<file path="src/rtl/alu_control_pipe_if.sv">
// Request/response bundle between decode and the ALU control pipe.
// Upstream drives the request side and the response ready.
// The pipe drives request ready and the decoded response.
interface alu_control_pipe_if #(
   parameter int FUNC_W = 6,
   parameter int CTRL_W = 4
);
   logic              in_valid;
   logic              in_ready;
   logic [1:0]        alu_op;
   logic [FUNC_W-1:0] func_op;
   logic              out_valid;
   logic              out_ready;
   logic [CTRL_W-1:0] alu_control_sig;
   logic              illegal;
   logic              busy;

   // Decode stage / execute stage side
   modport master (
      output in_valid, alu_op, func_op, out_ready,
      input  in_ready, out_valid, alu_control_sig, illegal, busy
   );

   // ALU control pipe side
   modport slave (
      input  in_valid, alu_op, func_op, out_ready,
      output in_ready, out_valid, alu_control_sig, illegal, busy
   );
endinterface

</file>
<file path="src/rtl/alu_control_pipe.sv">
// Purpose: decode {alu_op, func_op} into a registered ALU control word, flag illegal funct codes.
// Latency: single-cycle ops valid from the accepting edge; mult/div valid MD_CYCLES-1 edges later.
// Backpressure: result held while out_ready=0; in_ready only in IDLE or HOLD with out_ready.
// Optional: define ALU_CTRL_STATS_EN to add the saturating illegal_count output.
module alu_control_pipe #(
   parameter int FUNC_W    = 6,
   parameter int CTRL_W    = 4,
   parameter int MD_CYCLES = 8
) (
   input  logic                 clk,
   input  logic                 rst_n,
   alu_control_pipe_if.slave    bus
`ifdef ALU_CTRL_STATS_EN
   ,
   output logic [7:0]           illegal_count
`endif
);

   localparam int CNT_W = (MD_CYCLES > 2) ? $clog2(MD_CYCLES) : 1;
   localparam logic [CNT_W-1:0] CNT_INIT = CNT_W'(MD_CYCLES - 1);
   localparam logic [CNT_W-1:0] CNT_ONE  = CNT_W'(1);

   localparam logic [FUNC_W-1:0] F_ADD  = FUNC_W'(6'b100000);
   localparam logic [FUNC_W-1:0] F_SUB  = FUNC_W'(6'b100010);
   localparam logic [FUNC_W-1:0] F_AND  = FUNC_W'(6'b100100);
   localparam logic [FUNC_W-1:0] F_OR   = FUNC_W'(6'b100101);
   localparam logic [FUNC_W-1:0] F_SLT  = FUNC_W'(6'b101010);
   localparam logic [FUNC_W-1:0] F_NOR  = FUNC_W'(6'b100111);
   localparam logic [FUNC_W-1:0] F_MULT = FUNC_W'(6'b011000);
   localparam logic [FUNC_W-1:0] F_DIV  = FUNC_W'(6'b011010);

   localparam logic [CTRL_W-1:0] C_AND  = CTRL_W'(4'b0000);
   localparam logic [CTRL_W-1:0] C_OR   = CTRL_W'(4'b0001);
   localparam logic [CTRL_W-1:0] C_ADD  = CTRL_W'(4'b0010);
   localparam logic [CTRL_W-1:0] C_SUB  = CTRL_W'(4'b0110);
   localparam logic [CTRL_W-1:0] C_SLT  = CTRL_W'(4'b0111);
   localparam logic [CTRL_W-1:0] C_NOR  = CTRL_W'(4'b1100);
   localparam logic [CTRL_W-1:0] C_MULT = CTRL_W'(4'b1000);
   localparam logic [CTRL_W-1:0] C_DIV  = CTRL_W'(4'b1001);

   typedef enum logic [1:0] {
      IDLE  = 2'd0,
      HOLD  = 2'd1,
      MULTI = 2'd2
   } state_t;

   typedef struct packed {
      logic              ill;
      logic              md;
      logic [CTRL_W-1:0] ctrl;
   } dec_t;

   // Full-width funct compare; anything unlisted under alu_op 10 is illegal.
   function automatic dec_t decode(input logic [1:0] op, input logic [FUNC_W-1:0] fn);
      dec_t d;
      d.ill  = 1'b0;
      d.md   = 1'b0;
      d.ctrl = C_AND;
      case (op)
         2'b00: d.ctrl = C_ADD;
         2'b01: d.ctrl = C_SUB;
         2'b11: d.ctrl = C_OR;
         default: begin
            if (fn == F_ADD)       d.ctrl = C_ADD;
            else if (fn == F_SUB)  d.ctrl = C_SUB;
            else if (fn == F_AND)  d.ctrl = C_AND;
            else if (fn == F_OR)   d.ctrl = C_OR;
            else if (fn == F_SLT)  d.ctrl = C_SLT;
            else if (fn == F_NOR)  d.ctrl = C_NOR;
            else if (fn == F_MULT) begin d.ctrl = C_MULT; d.md = 1'b1; end
            else if (fn == F_DIV)  begin d.ctrl = C_DIV;  d.md = 1'b1; end
            else begin
               d.ctrl = '1;
               d.ill  = 1'b1;
            end
         end
      endcase
      return d;
   endfunction

   state_t            state_q, state_d;
   logic [CNT_W-1:0]  cnt_q, cnt_d;
   logic              md_div_q, md_div_d;
   logic [CTRL_W-1:0] sig_q, sig_d;
   logic              illegal_q, illegal_d;

   logic              in_ready;
   logic              accept;
   logic              load_new;
   dec_t              dec;

   // Next-state: accept into HOLD/MULTI, drain HOLD, count down MULTI.
   always_comb begin
      in_ready  = (state_q == IDLE) || ((state_q == HOLD) && bus.out_ready);
      accept    = bus.in_valid && in_ready;
      dec       = decode(bus.alu_op, bus.func_op);
      state_d   = state_q;
      cnt_d     = cnt_q;
      md_div_d  = md_div_q;
      sig_d     = sig_q;
      illegal_d = illegal_q;
      load_new  = 1'b0;

      case (state_q)
         IDLE: load_new = accept;
         HOLD: begin
            if (bus.out_ready) begin
               state_d  = IDLE;
               load_new = accept;
            end
         end
         MULTI: begin
            cnt_d = cnt_q - CNT_ONE;
            if (cnt_q <= CNT_ONE) begin
               state_d   = HOLD;
               sig_d     = md_div_q ? C_DIV : C_MULT;
               illegal_d = 1'b0;
            end
         end
         default: state_d = IDLE;
      endcase

      // Output regs stay untouched on entry to MULTI so the last result holds.
      if (load_new) begin
         if (dec.md && (MD_CYCLES > 1)) begin
            state_d  = MULTI;
            cnt_d    = CNT_INIT;
            md_div_d = (dec.ctrl == C_DIV);
         end else begin
            state_d   = HOLD;
            sig_d     = dec.ctrl;
            illegal_d = dec.ill;
         end
      end
   end

   // State and output registers; reset aborts any in-flight op.
   always_ff @(posedge clk or negedge rst_n) begin
      if (!rst_n) begin
         state_q   <= IDLE;
         cnt_q     <= '0;
         md_div_q  <= 1'b0;
         sig_q     <= '0;
         illegal_q <= 1'b0;
      end else begin
         state_q   <= state_d;
         cnt_q     <= cnt_d;
         md_div_q  <= md_div_d;
         sig_q     <= sig_d;
         illegal_q <= illegal_d;
      end
   end

   assign bus.in_ready        = in_ready;
   assign bus.out_valid       = (state_q == HOLD);
   assign bus.busy            = (state_q == MULTI);
   assign bus.alu_control_sig = sig_q;
   assign bus.illegal         = illegal_q;

`ifdef ALU_CTRL_STATS_EN
   logic [7:0] ill_cnt_q, ill_cnt_d;

   // Count accepted illegal requests, saturating at 255.
   always_comb begin
      ill_cnt_d = ill_cnt_q;
      if (accept && dec.ill && (ill_cnt_q != 8'hFF)) ill_cnt_d = ill_cnt_q + 8'd1;
   end

   // Illegal counter register.
   always_ff @(posedge clk or negedge rst_n) begin
      if (!rst_n) ill_cnt_q <= 8'd0;
      else        ill_cnt_q <= ill_cnt_d;
   end

   assign illegal_count = ill_cnt_q;
`endif

endmodule
</file>
<file path="src/flat_wrapper.sv">
// flat-port wrapper written by rule: the top's interface ports become plain ports
module alu_control_pipe_flat 
#(
   parameter int FUNC_W    = 6,
   parameter int CTRL_W    = 4,
   parameter int MD_CYCLES = 8
)
  (clk, rst_n, bus_in_valid, bus_alu_op, bus_func_op, bus_out_ready, bus_in_ready, bus_out_valid, bus_alu_control_sig, bus_illegal, bus_busy);
  alu_control_pipe_if #(.FUNC_W(FUNC_W), .CTRL_W(CTRL_W)) bus_i ();
  input  logic clk;
  input  logic rst_n;
  input wire logic [$bits(bus_i.in_valid)-1:0] bus_in_valid;
  input wire logic [$bits(bus_i.alu_op)-1:0] bus_alu_op;
  input wire logic [$bits(bus_i.func_op)-1:0] bus_func_op;
  input wire logic [$bits(bus_i.out_ready)-1:0] bus_out_ready;
  output wire logic [$bits(bus_i.in_ready)-1:0] bus_in_ready;
  output wire logic [$bits(bus_i.out_valid)-1:0] bus_out_valid;
  output wire logic [$bits(bus_i.alu_control_sig)-1:0] bus_alu_control_sig;
  output wire logic [$bits(bus_i.illegal)-1:0] bus_illegal;
  output wire logic [$bits(bus_i.busy)-1:0] bus_busy;
  assign bus_i.in_valid = bus_in_valid;
  assign bus_i.alu_op = bus_alu_op;
  assign bus_i.func_op = bus_func_op;
  assign bus_i.out_ready = bus_out_ready;
  assign bus_in_ready = bus_i.in_ready;
  assign bus_out_valid = bus_i.out_valid;
  assign bus_alu_control_sig = bus_i.alu_control_sig;
  assign bus_illegal = bus_i.illegal;
  assign bus_busy = bus_i.busy;
  alu_control_pipe #(.FUNC_W(FUNC_W), .CTRL_W(CTRL_W), .MD_CYCLES(MD_CYCLES)) u_core (.clk(clk), .rst_n(rst_n), .bus(bus_i));
endmodule
</file>
<file path="config.mk">
export PLATFORM = sky130hd
export DESIGN_NAME = alu_control_pipe_flat
export DESIGN_NICKNAME = d
export VERILOG_FILES = /design/src/rtl/alu_control_pipe_if.sv /design/src/rtl/alu_control_pipe.sv /design/src/flat_wrapper.sv
export SDC_FILE = /design/constraint.sdc
export NUM_CORES = 1
export LEC_CHECK = 0
export BUFFER_PORTS_ARGS = -buffer_cell sky130_fd_sc_hd__buf_2
export CAP_MARGIN = 20
export CORE_MARGIN = 2
export CORE_UTILIZATION = 53
export DETAILED_ROUTE_END_ITERATION = 10
export GPL_TIMING_DRIVEN = 0
export PLACE_DENSITY = 0.81
export SKIP_CTS_REPAIR_TIMING = 1
export SYNTH_ARGS = -nofsm -noshare
export SYNTH_HDL_FRONTEND = slang
export SYNTH_SLANG_ARGS = --single-unit
</file>
<file path="constraint.sdc">
create_clock -name clk -period 2.41 [get_ports clk]
set_input_delay 0.482 -clock clk [delete_from_list [all_inputs] [get_ports clk]]
set_output_delay 0.482 -clock clk [all_outputs]
set_load 0.01 [all_outputs]
</file>
Word-level counts from Yosys, hierarchy flattened
Index checks and enable logic that the tools add are counted.
{"block": "word_totals", "in_bits": 12, "ff_bits": 11, "out_inout_bits": 8, "elab_cells": 69}
{"block": "classes", "muxes": 38, "addsub": 1, "order_cmp": 1, "n_reduce_logical": 8, "n_eq_ne": 16}
{"operator": "$mux W4", "count": 10}
{"operator": "$eq A6 B6 Y1 const B", "count": 6}
{"operator": "$mux W2", "count": 11}
{"operator": "$eq A6 B5 Y1 const B", "count": 2}
{"operator": "$mux W3", "count": 4}
{"operator": "$pmux W4 S3", "count": 1}
{"operator": "$mux W1", "count": 9}
{"operator": "$pmux W2 S3", "count": 1}
{"operator": "$mux W5", "count": 1}
{"operator": "$eq A2 B1 Y1 const B", "count": 2}
{"operator": "$eq A2 B2 Y1 const B", "count": 2}
{"operator": "$eq A4 B4 Y1 const B", "count": 1}
{"operator": "$logic_not A2 Y1", "count": 2}
{"operator": "$le A3 B1 Y1 const B", "count": 1}
{"operator": "$ne A3 B1 Y1 const B", "count": 1}
{"operator": "$ne A3 B2 Y1 const B", "count": 1}
{"operator": "$reduce_and A3 Y1", "count": 1}
{"operator": "$reduce_or A3 Y1", "count": 1}
{"operator": "$sub A3 B1 Y3 const B", "count": 1}
{"operator": "$logic_and A1 B1 Y1", "count": 2}
{"operator": "$ne A2 B1 Y1 const B", "count": 1}
{"operator": "$pmux W1 S2", "count": 1}
{"operator": "$reduce_and A2 Y1", "count": 1}
{"operator": "$logic_or A1 B1 Y1", "count": 1}

Longest topological paths before layout
{"block": "logic_depth", "depth_word": 12, "mapped_depth": 8, "mapped_depth_nobuf": 7}

Worst setup path before layout
No wires, ideal clock.
{"block": "synth_path", "path_type": "register to register", "startpoint": "register u_core.cnt_q[1]", "endpoint": "register u_core.sig_q[0] (netlist: u_core.bus.alu_control_sig[0])", "period_less_slack_ns": 1.578, "t_arrival_ns": 1.454, "setup_ns": 0.124, "path_buffers": 1, "path_stages_with_launch": 9, "path_slack_ns": 0.832, "required_ns": 2.286, "path_cell_list": "dfrtp_1 inv_1 ha_1 o21ba_2 or3_1 buf_2 mux2i_1 o21ai_1 nor3b_1"}
{"block": "synth_via", "elab_chain_cells": 5}
{"item": "from (decl)", "line_no": "alu_control_pipe.sv:82", "source": "logic [CNT_W-1:0] cnt_q, cnt_d;"}
{"item": "from (signal assigned)", "line_no": "alu_control_pipe.sv:147", "source": "cnt_q <= cnt_d;"}
{"item": "$le A3 B1 Y1 *", "line_no": "alu_control_pipe.sv:114", "source": "if (cnt_q <= CNT_ONE) begin"}
{"item": "$mux W4 *", "line_no": "alu_control_pipe.sv:114"}
{"item": "$mux W4 *", "line_no": "alu_control_pipe.sv:104", "source": "case (state_q)"}
{"item": "$mux W4", "line_no": "alu_control_pipe.sv:125", "source": "if (dec.md && (MD_CYCLES > 1)) begin"}
{"item": "$mux W4 *", "line_no": "alu_control_pipe.sv:124", "source": "if (load_new) begin"}
{"item": "net u_core.sig_d[0]", "line_no": "alu_control_pipe.sv:84", "source": "logic [CTRL_W-1:0] sig_q, sig_d;"}
{"item": "to (signal assigned)", "line_no": "alu_control_pipe.sv:149", "source": "sig_q <= sig_d;"}
{"item": "to (decl)", "line_no": "alu_control_pipe.sv:84"}
Mark *: on every way through the listed nets, which the timed path passes. The rest lies on a longest branch.
A chain may end at the register's enable or synchronous reset.

Worst setup path after layout
Ends and elaborated chain as after synthesis.

==> out/qor.csv <==
metric,value,unit
Reg area,275.3,sq um
Worst Path Max Fanout,7,
largest family of logic cells by synthesized area,simple AND/OR/NAND/NOR gates,
Post-Syn Nets,92,
Max Cap Viol,0,
DRC violations left,0,
CTS root buf,clkbuf_4,
Post-synth top flop,dfrtp_1,
post-route ant nets,0,
post-synthesis cell area,695.7,sq um
"Distinct cells, synth",33,
Ports,20,
clock buffer count from CTS,3,
instance count of the mapped netlist,78,
via count,640,
Finished Core Util,0.6588,
TNS Setup,0,ns
Final nets,116,
#FFs+latches synth,11,
startpoint type of the worst setup path,register,
GRT overflow,0,
ANT cells,0,
number of flops mapped to enable cells by yosys,0,
HP Class,in2async,
largest net degree at the start of global routing,12,
clk_lat worst skew,0.27,ns
r2r worst-path depth,8,
worst-margin pin slew,0.3682,ns
YS warnings,0,
post-synthesis xor/xnor area fraction,0.01259,
share of cells above drive strength 1,0.2871,
synthesized area per cell,8.919,sq um
reg2reg setup slack,0.69,ns
CTS tree,done,
clock transition at the registers of the reported paths,0.06,ns
Core Rows,13,
vias per cell,5.517,
# clock sinks,11,
maximum vdd drop,0.0003745,V
# port buffers,19,
Critical Path Max Stage Delay,0.40,ns
Slew headroom,0.7482,
PnR worst setup slack,0.6935,ns
"Async S/R FF share, synth",1.000,
drt wl/cell,12.03,microns
final slew viol count,0,
fill cell count,107,
drt pass-1 iters,4,
area of the multi-input gates,396.6,sq um
RSZ-0062 raised after global routing,false,
sequential-to-total area share from yosys stat,0.3957,
area of the core,1269,sq um
Iter 0 DRT Violations,16,
leak pwr,0.4125,nW
die width,40.23,microns
worst path cell trace,inv_1 -> ha_1 -> o21ba_2 -> or3_1 -> buf_2 -> mux2i_1 -> o21ai_1 -> nor3b_1,
Worst Setup Path Type,reg2reg,
Bufs on Longest Clock Path,2,
compound-cell area share of the yosys netlist,0.1871,
Final Hold Fails,0,
Die ar.,1618,sq um
worst reg2reg path endpoint,u_core.bus.alu_control_sig[0]$_DFF_PN0_,
period utilisation layout,0.7122,
"Slowest-stage cell, CP",dfrtp_1,
Worst setup EP type,register,
dpl cells,112,
simple-gate share of the synthesized area,0.3040,
critical path required time,2.58,ns
GP Congestion,0.7969,
synthesis-to-layout area growth,20.14,%
status,"finished, final reports clean",
H-tree depth,1,
Final Critical Period,1.717,ns
die height,40.23,microns
f_max,582.6,MHz
final WL,1.396,mm
antenna violations before repair,0,
first-pass GRT wire length,2.132,mm
vias in the first global route,520,
hpwl dp,1.120,mm
Initial Utilization,0.5483,
Total GRT Usage,0.2072,
power density cells,511.7,nW/um^2
Finished Layout Cells,116,
RR Startpoint,u_core.cnt_q[1]$_DFF_PN0_,
Worst Path Arrival,1.89,ns
clk_skew,0.004427,ns
post-synthesis adder-cell area fraction,0.03597,
Finish-stage setup viols,0,
mux cell area share after synthesis,0.03058,
DP Worst Slack,0.6067,ns
layout by cell type, fill, tap and decap left out:
| cell | n |
|---|---|
| nor3b_2 | 1 |
| a2111oi_0 | 1 |
| o21ai_0 | 4 |
| nand2_2 | 1 |
| a221oi_1 | 1 |
| a21oi_1 | 2 |
| nand3b_1 | 1 |
| buf_2 | 20 |
| inv_1 | 5 |
| nand3_1 | 1 |
| or2_4 | 1 |
| nor4b_1 | 2 |
| mux2_2 | 1 |
| ha_1 | 2 |
| mux2i_1 | 1 |
| nor2_1 | 6 |
| nand2b_1 | 3 |
| o211ai_1 | 2 |
| nor3b_1 | 1 |
| clkbuf_1 | 1 |
| nor2b_1 | 2 |
| nor4_1 | 1 |
| o221ai_1 | 2 |
| a211o_1 | 1 |
| nand4bb_1 | 1 |
| xor2_1 | 1 |
| o21ai_1 | 1 |
| o22a_1 | 3 |
| or3_1 | 2 |
| clkbuf_4 | 3 |
| o21ba_2 | 1 |
| nand2_1 | 11 |
| nor2_2 | 1 |
| dfrtp_1 | 11 |
| nor3_1 | 3 |
sequential cells by signal, summed over array words and instances (netlist names):
name and flops:
u_core.md_div_q 1, u_core.bus.alu_control_sig 4, u_core.cnt_q 3, u_core.bus.illegal 1, u_core.state_q 2
layer usage:
metal  vias up  wire length (microns)  share of wire  global-route usage
met2        20                    619           0.44              0.3065
met5         -                      0              0                   0
met4         0                     29          0.021              0.1000
li1        330                      -              -                   -
met1       286                    662           0.47              0.2578
met3         4                     85          0.061             0.08889
Yosys cell counts (2+ instances only):
cell      number  area (sq um)
dfrtp_1       11         275.3
nand2_1       11         41.29
nor2_1         6         22.52
inv_1          5         18.77
o21ai_0        4         20.02
nand2b_1       3         18.77
nor3_1         3         15.01
o22a_1         3         26.28
a21oi_1        2         10.01
ha_1           2         25.02
nor2b_1        2         12.51
nor4b_1        2         17.52
o211ai_1       2         15.01
o221ai_1       2         17.52
or3_1          2         12.51
cells by family after synthesis:
| logic type | count (synthesis) |
|---|---|
| xor+xnor | 1 |
| compound gates | 18 |
| fa+ha+maj | 2 |
| buf+inv | 6 |
| simple gates | 38 |
| flops | 11 |
| mux | 2 |
where the power goes:
part           internal [mW]  switching (mW)
combinational         0.0434          0.0520
sequential             0.202          0.0105
clock                 0.0640          0.0554
total                  0.310           0.118
layout make-up:
| type | count | share of cell area |
|---|---|---|
| Clock buffer | 4 | 0.03144 |
| Timing Repair Buffer | 19 | 0.1138 |
| Tap cell | 15 | 0.02246 |
| Multi-Input combinational cell | 61 | 0.4746 |
| Sequential cell | 11 | 0.3293 |
| Inverter | 5 | 0.02246 |
| Buffer | 1 | 0.005988 |
worst max-delay path, delay by kind of cell, from the launching register on:
family,cells,cell delay (ns)
simple gates,2,0.48
flops,1,0.40
buf+inv,2,0.27
compound gates,2,0.21
fa+ha+maj,1,0.13
mux,1,0.12
how the worst max path moves through the flow:
stage,slack [ns],cells past startpoint,start,to
after floorplan,0.83,8,u_core.cnt_q[1]$_DFF_PN0_,u_core.bus.alu_control_sig[0]$_DFF_PN0_
after global placement,0.65,6,bus_func_op[2],u_core.md_div_q$_DFFE_PN0P_
after detailed placement,0.61,6,bus_func_op[2],u_core.md_div_q$_DFFE_PN0P_
after CTS,0.68,8,u_core.cnt_q[1]$_DFF_PN0_,u_core.bus.alu_control_sig[0]$_DFF_PN0_
after global routing,0.52,8,u_core.cnt_q[1]$_DFF_PN0_,u_core.bus.alu_control_sig[0]$_DFF_PN0_
final,0.69,8,u_core.cnt_q[1]$_DFF_PN0_,u_core.bus.alu_control_sig[0]$_DFF_PN0_
per-stage QoR:
step	hold slack (ns)	power, mW	area (sq um)
final	0.06624	0.4277	835.8
after global routing	0.07253	0.4566	835.8
after CTS	0.06862	0.4340	835.8
after detailed placement	0.3589	0.3119	809.5
after global placement	0.3631	0.3083	809.5
after floorplan	0.1864	0.2700	695.7
(Power assumes the default switching activity.)
